===== config.mk =====
export PLATFORM = sky130hd
export DESIGN_NAME = adder_pipe_flat
export DESIGN_NICKNAME = d
export VERILOG_FILES = /design/src/rtl/adder_pipe_if.sv /design/src/rtl/adder_pipe.sv /design/src/flat_wrapper.sv
export SDC_FILE = /design/constraint.sdc
export NUM_CORES = 1
export LEC_CHECK = 0
export CAP_MARGIN = 5
export CELL_PAD_IN_SITES_DETAIL_PLACEMENT = 2
export CELL_PAD_IN_SITES_GLOBAL_PLACEMENT = 2
export CORE_UTILIZATION = 39
export CTS_CLUSTER_SIZE = 8
export DETAILED_ROUTE_END_ITERATION = 6
export PLACE_DENSITY = 0.84
export SLEW_MARGIN = 40
export SYNTH_ARGS = -nofsm -noshare
export SYNTH_HDL_FRONTEND = slang
export SYNTH_SLANG_ARGS = --single-unit
export TNS_END_PERCENT = 10

===== constraint.sdc =====
create_clock -name clk -period 2.6 [get_ports clk]
set_clock_uncertainty 0.2 [all_clocks]
set_input_delay 0.52 -clock clk [delete_from_list [all_inputs] [get_ports clk]]
set_output_delay 0.52 -clock clk [all_outputs]
set_load 0.005 [all_outputs]

===== src/rtl/adder_pipe_if.sv =====
// Operand/result stream bundle for adder_pipe: valid/ready on both the operand and the result side.
// The master drives operands and out_ready; the slave (the adder) drives results and in_ready.
interface adder_pipe_if #(
  parameter int WIDTH = 8
) ();
  logic             in_valid;
  logic             in_ready;
  logic [WIDTH-1:0] a;
  logic [WIDTH-1:0] b;
  logic             cin;
  logic             sub;
  logic             out_valid;
  logic             out_ready;
  logic [WIDTH-1:0] sum;
  logic             cout;
  logic             ovf;

  modport master (
    output in_valid, a, b, cin, sub, out_ready,
    input  in_ready, out_valid, sum, cout, ovf
  );

  modport slave (
    input  in_valid, a, b, cin, sub, out_ready,
    output in_ready, out_valid, sum, cout, ovf
  );
endinterface


===== src/rtl/adder_pipe.sv =====
// Pipelined WIDTH-bit add/subtract, CHUNK bits per stage, carry registered between stages; latency STAGES.
// One global advance: when the output beat is held (out_valid && !out_ready) every stage freezes and in_ready drops.
module adder_pipe #(
  parameter int WIDTH = 8,
  parameter int CHUNK = 2
) (
  input  logic        clk,
  input  logic        rst_n,
  adder_pipe_if.slave bus
);
  localparam int STAGES = WIDTH / CHUNK;

  if ((WIDTH % CHUNK) != 0) begin : g_bad_cfg
    $error("adder_pipe: WIDTH must be a multiple of CHUNK");
  end

  logic adv;
  logic out_vld;
  logic ovf_q;

  assign adv          = !out_vld || bus.out_ready;
  assign bus.in_ready = adv;

  for (genvar k = 0; k < STAGES; k++) begin : g_stg
    // REM: operand bits still unprocessed on entry; DONE: sum bits complete on exit.
    localparam int REM  = WIDTH - k * CHUNK;
    localparam int DONE = (k + 1) * CHUNK;

    logic             vld_in;
    logic             c_in;
    logic [REM-1:0]   a_in;
    logic [REM-1:0]   b_in;
    logic [CHUNK:0]   slice;
    logic [DONE-1:0]  s_d;
    logic [DONE-1:0]  s_q;
    logic             vld_q;
    logic             c_q;

    if (k == 0) begin : g_head
      assign vld_in = bus.in_valid;
      assign a_in   = bus.a;
      assign b_in   = bus.sub ? ~bus.b : bus.b;
      assign c_in   = bus.sub ^ bus.cin;
      assign s_d    = slice[CHUNK-1:0];
    end else begin : g_body
      assign vld_in = g_stg[k-1].vld_q;
      assign a_in   = g_stg[k-1].g_fwd.a_q;
      assign b_in   = g_stg[k-1].g_fwd.b_q;
      assign c_in   = g_stg[k-1].c_q;
      assign s_d    = {slice[CHUNK-1:0], g_stg[k-1].s_q};
    end

    assign slice = {1'b0, a_in[CHUNK-1:0]} + {1'b0, b_in[CHUNK-1:0]} + {{CHUNK{1'b0}}, c_in};

    always_ff @(posedge clk or negedge rst_n) begin
      if (!rst_n) begin
        vld_q <= 1'b0;
        c_q   <= 1'b0;
        s_q   <= '0;
      end else if (adv) begin
        vld_q <= vld_in;
        c_q   <= slice[CHUNK];
        s_q   <= s_d;
      end
    end

    if (k < STAGES - 1) begin : g_fwd
      // Upper operand slices ride along untouched until their stage consumes them.
      logic [REM-CHUNK-1:0] a_q;
      logic [REM-CHUNK-1:0] b_q;

      always_ff @(posedge clk or negedge rst_n) begin
        if (!rst_n) begin
          a_q <= '0;
          b_q <= '0;
        end else if (adv) begin
          a_q <= a_in[REM-1:CHUNK];
          b_q <= b_in[REM-1:CHUNK];
        end
      end
    end else begin : g_last
      // Carry into the MSB is recovered as a ^ b ^ sum at that bit.
      logic ovf_d;

      assign ovf_d = a_in[REM-1] ^ b_in[REM-1] ^ slice[CHUNK-1] ^ slice[CHUNK];

      always_ff @(posedge clk or negedge rst_n) begin
        if (!rst_n) begin
          ovf_q <= 1'b0;
        end else if (adv) begin
          ovf_q <= ovf_d;
        end
      end
    end
  end

  assign out_vld       = g_stg[STAGES-1].vld_q;
  assign bus.out_valid = out_vld;
  assign bus.sum       = g_stg[STAGES-1].s_q;
  assign bus.cout      = g_stg[STAGES-1].c_q;
  assign bus.ovf       = ovf_q;
endmodule


===== src/flat_wrapper.sv =====
// flat-port wrapper written by rule: the top's interface ports become plain ports
module adder_pipe_flat 
#(
  parameter int WIDTH = 8,
  parameter int CHUNK = 2
)
  (clk, rst_n, bus_in_valid, bus_a, bus_b, bus_cin, bus_sub, bus_out_ready, bus_in_ready, bus_out_valid, bus_sum, bus_cout, bus_ovf);
  adder_pipe_if #(.WIDTH(WIDTH)) bus_i ();
  input  logic clk;
  input  logic rst_n;
  input wire logic [$bits(bus_i.in_valid)-1:0] bus_in_valid;
  input wire logic [$bits(bus_i.a)-1:0] bus_a;
  input wire logic [$bits(bus_i.b)-1:0] bus_b;
  input wire logic [$bits(bus_i.cin)-1:0] bus_cin;
  input wire logic [$bits(bus_i.sub)-1:0] bus_sub;
  input wire logic [$bits(bus_i.out_ready)-1:0] bus_out_ready;
  output wire logic [$bits(bus_i.in_ready)-1:0] bus_in_ready;
  output wire logic [$bits(bus_i.out_valid)-1:0] bus_out_valid;
  output wire logic [$bits(bus_i.sum)-1:0] bus_sum;
  output wire logic [$bits(bus_i.cout)-1:0] bus_cout;
  output wire logic [$bits(bus_i.ovf)-1:0] bus_ovf;
  assign bus_i.in_valid = bus_in_valid;
  assign bus_i.a = bus_a;
  assign bus_i.b = bus_b;
  assign bus_i.cin = bus_cin;
  assign bus_i.sub = bus_sub;
  assign bus_i.out_ready = bus_out_ready;
  assign bus_in_ready = bus_i.in_ready;
  assign bus_out_valid = bus_i.out_valid;
  assign bus_sum = bus_i.sum;
  assign bus_cout = bus_i.cout;
  assign bus_ovf = bus_i.ovf;
  adder_pipe #(.WIDTH(WIDTH), .CHUNK(CHUNK)) u_core (.clk(clk), .rst_n(rst_n), .bus(bus_i));
endmodule

==> run metrics, run 1 <==
Die W=82.36 um; R2R Path End=u_core.bus.ovf; synthesized area per cell=approximately 16 um^2; initial antenna violation count=0; clock network power share=between 10% and 20%; Worst EP arrival=about 1.7 ns; Critical Path Fanout Max=2; Pre-antenna DRT Iters=4; crit path from=bus_out_ready; Cell Area, Synth=around 0.0025 mm^2; hold crit path type=reg2reg; Tmin final=roughly 2.4 ns; total gr overflow=0; ys async rst share=between 90% and 100%; ranking of synthesized cells by area=dfrtp_1 53%, mux2_4 21%, fa_1 6.4%; Sink Count=between 50 and 60; top cell type by total area after synthesis=dfrtp_1; final hold vios=0; power per cell area=~1200 mW/mm^2; DRT iter0 DRCs=39; CP Cell Sequence=clkdlybuf4s50_1, nand2b_4, clkdlybuf4s50_1; clock-pin slew on the worst setup and hold paths=0.09 ns; Reg-to-Reg Start=u_core.g_stg[2].g_fwd.b_q[0]; sequential cell fraction of total power=about two fifths; Worst path max stage delay=~0.51 ns; R2R Setup Slk=0.25 ns; CTS tree=done; layout cell share with drive strength beyond 1=28.14%; LEAKAGE=about 0.0014 uW; TritonCTS buffer count=5; # fillers=roughly 580; antenna-violating nets left=0; DRT Wirelength=around 5.3 mm; met1 Usage GRT=21.73%; Slowest cell on crit path=clkdlybuf4s50_1; diode count=0; Critical Path RT=roughly 1.9 ns; Post-CTS Setup Inserts=0; HP Start=u_core.g_stg[2].vld_q; Post-Syn Instances=~160; max-slew violations=0; DP HPWL=3.749 mm; routability cong.=~0.67; Achievable Freq=414.6 MHz; WHS=0.3010 ns; Reg area=roughly 0.0013 mm^2; Final setup viols=0; Reg2Reg Depth=5; Min-Delay Path Depth=1; Final Cycle Share=between 90% and 100%; Tot GR Track Use=between 15 and 20%; power share of the combinational group=between 40% and 50%; Clock Latency Late Sink=0.30 ns; Pint=roughly 2500 uW; I/O Pins=34; wire per inst=about 19 um; cell mode on critical path=clkdlybuf4s50_1; gr busiest metal=met2; die area=0.006783 mm^2; Peak supply drop=0.0005436 V; I/O Buffers=33; core area=0.006061 mm^2; Seq/Total Area, Yosys=52.66%; area grow syn2layout=20.37%; switching part of the total=29.53%; Initial Utilization=around 42%; H-tree levels=2; DR vias/cell=about 4.8; clock root buffer=clkbuf_8; Power Total=about 3600 uW; slew margin rel.=between 70 and 80%; count of unique library cells instantiated by Yosys=18; CTS Hold Buffers Added=1; nets=between 200 and 250; Hold Path Sink=u_core.bus.out_valid; yosys synthesis warning count=0; CP Buf/Inv Count=2; CTS Buffer Depth=2; Synth top cells by count=53 x dfrtp_1, 36 x mux2_4, 17 x inv_1; largest net degree at the start of global routing=between 50 and 60; DRC viols=0; syn_nets=190; ys flop type=dfrtp_1; crit start category=input pin; crit path kind=in2out; status=completed; row cnt=28; via count=between 1k and 1.5k; Yosys reg bits=53; multi-input logic area=roughly 0.001 mm^2; first-pass GRT wire length=8.666 mm; Max Cap Viol=0; RSZ-0062 raised after global routing=false; vias in the first global route=1579; GR Util met3=under 10%; met2 usage=between 30% and 40%; Top delay family on crit path=buffers and inverters; P_sw=around 1100 uW; Worst Tran Pin Value=between 0.4 and 0.5 ns; crit end category=output port; Die Ht=a little over 80 um; TNS Setup=0 ns; post_cts resized=0; most frequent cell after synthesis=dfrtp_1; top cell type's share of synthesized area=between 50% and 60%; EDFF count, synth=0
## through the flow
step | utilization (%) | cells | setup WS, ns | area [um^2]
2_1_floorplan | - | 159 | 0.3248 | 2519
3_3_place_gp | 47.65 | 265 | -0.02234 | 2888
3_5_place_dp | 47.65 | 265 | -0.1255 | 2888
4_1_cts | 50.02 | 274 | 0.1742 | 3032
5_1_grt | 50.02 | 274 | 0.1611 | 3032
6_report | 50.02 | 274 | 0.1878 | 3032
## routing by layer
metal / routed length (um) / part of all wire, %
met5: 0 / 0
met4: 34 / 0.64
met3: 181 / 3.4
met2: 2821 / 53
met1: 2239 / 42
## worst max-delay path by stage
stage	endpoint	slack [ns]	cells past startpoint
final	bus_in_ready	0.19	3
after CTS	bus_in_ready	0.17	3
after detailed placement	u_core.g_stg[0].s_q[1]	-0.13	6
after floorplan	u_core.g_stg[0].s_q[1]	0.32	6
after global routing	bus_in_ready	0.16	3
after global placement	u_core.g_stg[0].s_q[1]	-0.02	6
## kinds of logic (layout without fill, tap and decap cells)
group,after synthesis,after routing,share of synthesized area (%)
DFF,53,53,52.66
muxes,44,44,24.84
buffers and inverters,25,65,6.806
xor gates and xnor gates,10,10,4.073
and+or+nand+nor,10,10,3.179
adders and majority gates,9,9,6.855
AOI/OAI and AO/OA,8,8,1.590
## flip-flops by register name (all words and copies together), names as in the netlist
signal                  cells
u_core.g_stg.g_fwd.a_q     12
u_core.g_stg.g_fwd.b_q     12
u_core.g_stg.s_q           12
u_core.bus.sum              8
u_core.g_stg.c_q            3
u_core.g_stg.vld_q          3
u_core.bus.cout             1
u_core.bus.out_valid        1
u_core.bus.ovf              1
## power by group through the flow
stage | clock (uW) | sequential [uW] | combinational [uW]
finish | 650 | 1450 | 1510
floorplan | 0 | 1380 | 1130
global placement | 0 | 1420 | 1430
detailed placement | 0 | 1470 | 1520
global route | 697 | 1510 | 1670
CTS | 666 | 1470 | 1550
## worst reg2reg max path, delay by kind of cell (launching register included)
family / cells / cell delay, ns
DFF: 1 / 0.37
adders and majority gates: 2 / 0.92
muxes: 1 / 0.27
xor gates and xnor gates: 1 / 0.39
buffers and inverters: 1 / 0.08
## area by class of cell
type	count	share of cell area, %
timing repair buffer	40	12.96
tap	75	3.095
clock buffer	5	2.270
clock inverter	3	2.146
sequential	53	43.75
multi-input combinational	81	33.68
inverter	17	2.105
## cells in the final DEF (no fill, tap or decap)
cell / instances
mux2i_1: 4
ha_1: 1
nand2b_4: 1
a21oi_1: 8
buf_4: 5
mux2_4: 36
xor3_1: 1
xnor2_1: 4
mux2_2: 4
dfrtp_1: 53
nand2b_1: 1
clkinv_2: 1
buf_12: 1
xor2_1: 5
clkbuf_8: 5
buf_2: 1
inv_1: 17
nor3b_1: 8
bufinv_16: 2
dlygate4sd3_1: 1
fa_1: 8
clkdlybuf4s50_1: 32
(Power assumes the default switching activity.)
==> run 2: changes to the inputs <==
CTS_CLUSTER_DIAMETER = 120   (was default)
==> results of run 2 <==
No change in the layout: final DEF, timing and power equal those of run 1.
==> run 3: changes to the inputs <==
CORE_ASPECT_RATIO = 0.6   (was default)
==> run 3 against run 2 <==
Net effect:
- routed wire length down 1.7%
- total power decreased by 2.8%
- register-to-register slack improved by 0.03 ns
- sequential power about the same
- final area is 0.62% lower
- sequential share of layout area increased by 0.27 points
- utilization is 1.2 points lower
- clock power down 18%
- global-route usage is 0.72 points lower
- via count fell by 0.68%
- worst setup slack improved by 0.022 ns
- first-iteration DRC count is 15% lower
==> run metrics, run 3 (synthesized netlist as in run 1, its figures left out) <==
DRC viols=0 (unchanged); Largest regs=u_core.g_stg.g_fwd.a_q: 12 flops, u_core.g_stg.g_fwd.b_q: 12 flops, u_core.g_stg.s_q: 12 flops (unchanged); clock root buffer=clkbuf_8 (unchanged); Layout Cell Area excl Fill=0.003013 mm^2 (was 0.003032 mm^2); antenna-violating nets left=0 (unchanged); largest net degree at the start of global routing=54 (unchanged); crit end category=output port (unchanged); CTS tree=done (unchanged); core area=0.006166 mm^2 (was 0.006061 mm^2); Critical Path RT=1.88 ns (about the same); Post-CTS Setup Inserts=0 (unchanged); commonest non-fill, non-tap cell in the layout=dfrtp_1 (unchanged); crit path kind=in2out (unchanged); Worst Tran Pin Value=0.4557 ns (was 0.4206 ns); H-tree levels=2 (unchanged); via count=1315 (was 1324); Worst EP arrival=1.67 ns (was 1.69 ns); max-slew violations=0 (unchanged); Sink Count=53 (unchanged); LEAKAGE=0.001425 uW (was 0.001439 uW); slew margin rel.=69.62% (was 71.96%); DRT Wirelength=5.185 mm (was 5.276 mm); Die Ht=64.25 um (was 82.36 um); Critical Path Fanout Max=2 (unchanged); Reg2Reg Depth=5 (unchanged); HP Start=u_core.g_stg[2].vld_q (unchanged); DP HPWL=3.975 mm (was 3.749 mm); power per cell area=1168 mW/mm^2 (was 1193 mW/mm^2); total gr overflow=0 (unchanged); R2R Path End=u_core.bus.ovf (unchanged); status=completed (unchanged); die area=0.006794 mm^2 (was 0.006783 mm^2); area grow syn2layout=19.62% (was 20.37%); Final Cycle Share=91.94% (was 92.78%); Reg-to-Reg Start=u_core.g_stg[2].g_fwd.b_q[0] (unchanged); Peak supply drop=0.0003866 V (was 0.0005436 V); Hold Path Sink=u_core.bus.out_valid (unchanged); I/O Pins=34 (unchanged); routability cong.=0.6828 (was 0.6720); layout cell share with drive strength beyond 1=27.78% (was 28.14%); I/O Buffers=33 (unchanged); diode count=0 (unchanged); wire per inst=18.39 um (was 19.26 um); most frequent cells in the layout=53 x dfrtp_1, 36 x mux2_4, 32 x clkdlybuf4s50_1 (unchanged); Initial Utilization=40.85% (was 41.56%); crit start category=input pin (unchanged); final hold vios=0 (unchanged); dpl cell area=0.002899 mm^2 (was 0.002888 mm^2); DRT iter0 DRCs=33 (was 39); Achievable Freq=418.4 MHz (was 414.6 MHz); Max Cap Viol=0 (unchanged); CTS Hold Buffers Added=1 (unchanged); Tmin final=2.390 ns (was 2.412 ns); clock-pin slew on the worst setup and hold paths=0.08 ns (was 0.09 ns); vias in the first global route=1532 (was 1579); initial antenna violation count=0 (unchanged); R2R Setup Slk=0.28 ns (was 0.25 ns); TritonCTS buffer count=5 (unchanged); first-pass GRT wire length=8.611 mm (was 8.666 mm); Clock Latency Late Sink=0.30 ns (about the same); Die W=105.7 um (was 82.36 um); Min-Delay Path Depth=1 (unchanged); Final setup viols=0 (unchanged); Pre-antenna DRT Iters=3 (was 4); hold crit path type=reg2reg (unchanged); row cnt=22 (was 28); Tot GR Track Use=17.28% (was 18.00%); Power Total=3518 uW (was 3618 uW); CTS Buffer Depth=2 (unchanged); DR vias/cell=4.663 (was 4.832); nets=229 (unchanged); RSZ-0062 raised after global routing=false (unchanged); post_cts resized=0 (unchanged)
run 3: cell type report:
type                       count  area, um^2
timing repair buffer          40       392.9
clock buffer                   5       68.82
clock inverter                 2       35.03
tap                           84       105.1
sequential                    53        1326
inverter                      17       63.81
fill                         593        3153
multi-input combinational     81        1021
run 3: critical path, stage by stage:
cell	delay [ns]
clkdlybuf4s50_1	0.50
nand2b_4	0.15
clkdlybuf4s50_1	0.50
run 3: report_power, final:
group / total [uW] / leakage [uW] / internal, uW / switching, uW
combinational: 1530 / 0.000761 / 975 / 559
sequential: 1450 / 0.000610 / 1200 / 251
clock: 534 / 0.0000540 / 280 / 254
total: 3520 / 0.00143 / 2450 / 1060
run 3: routing by layer:
layer  vias to the layer above  share of wire (%)  GRT usage (%)
met3                         4                2.7          3.776
met5                         -                  0              0
met4                         0               0.56          4.167
met2                        22                 52          30.15
met1                       696                 45          22.01
li1                        593                  -              -
run 3: worst max path at each step:
stage                        from                      to  slack [ns]  cells after the start
global route        bus_out_ready            bus_in_ready        0.16                      3
floorplan                 bus_sub  u_core.g_stg[0].s_q[1]        0.32                      6
global placement          bus_sub  u_core.g_stg[0].s_q[1]       -0.01                      6
CTS                       bus_sub  u_core.g_stg[0].s_q[1]        0.20                      6
finish              bus_out_ready            bus_in_ready        0.21                      3
detailed placement        bus_sub  u_core.g_stg[0].s_q[1]       -0.15                      6
run 3: through the flow:
| step | hold WS, ns | setup slack [ns] | TNS (ns) | std cells | util, % |
|---|---|---|---|---|---|
| 2_1_floorplan | 0.02441 | 0.3248 | 0 | 159 | - |
| 3_3_place_gp | 0.2613 | -0.01191 | -0.01191 | 274 | 47.02 |
| 3_5_place_dp | 0.2713 | -0.1503 | -0.1503 | 274 | 47.02 |
| 4_1_cts | 0.2925 | 0.1952 | 0 | 282 | 48.86 |
| 5_1_grt | 0.3025 | 0.1595 | 0 | 282 | 48.86 |
| 6_report | 0.2908 | 0.2097 | 0 | 282 | 48.86 |
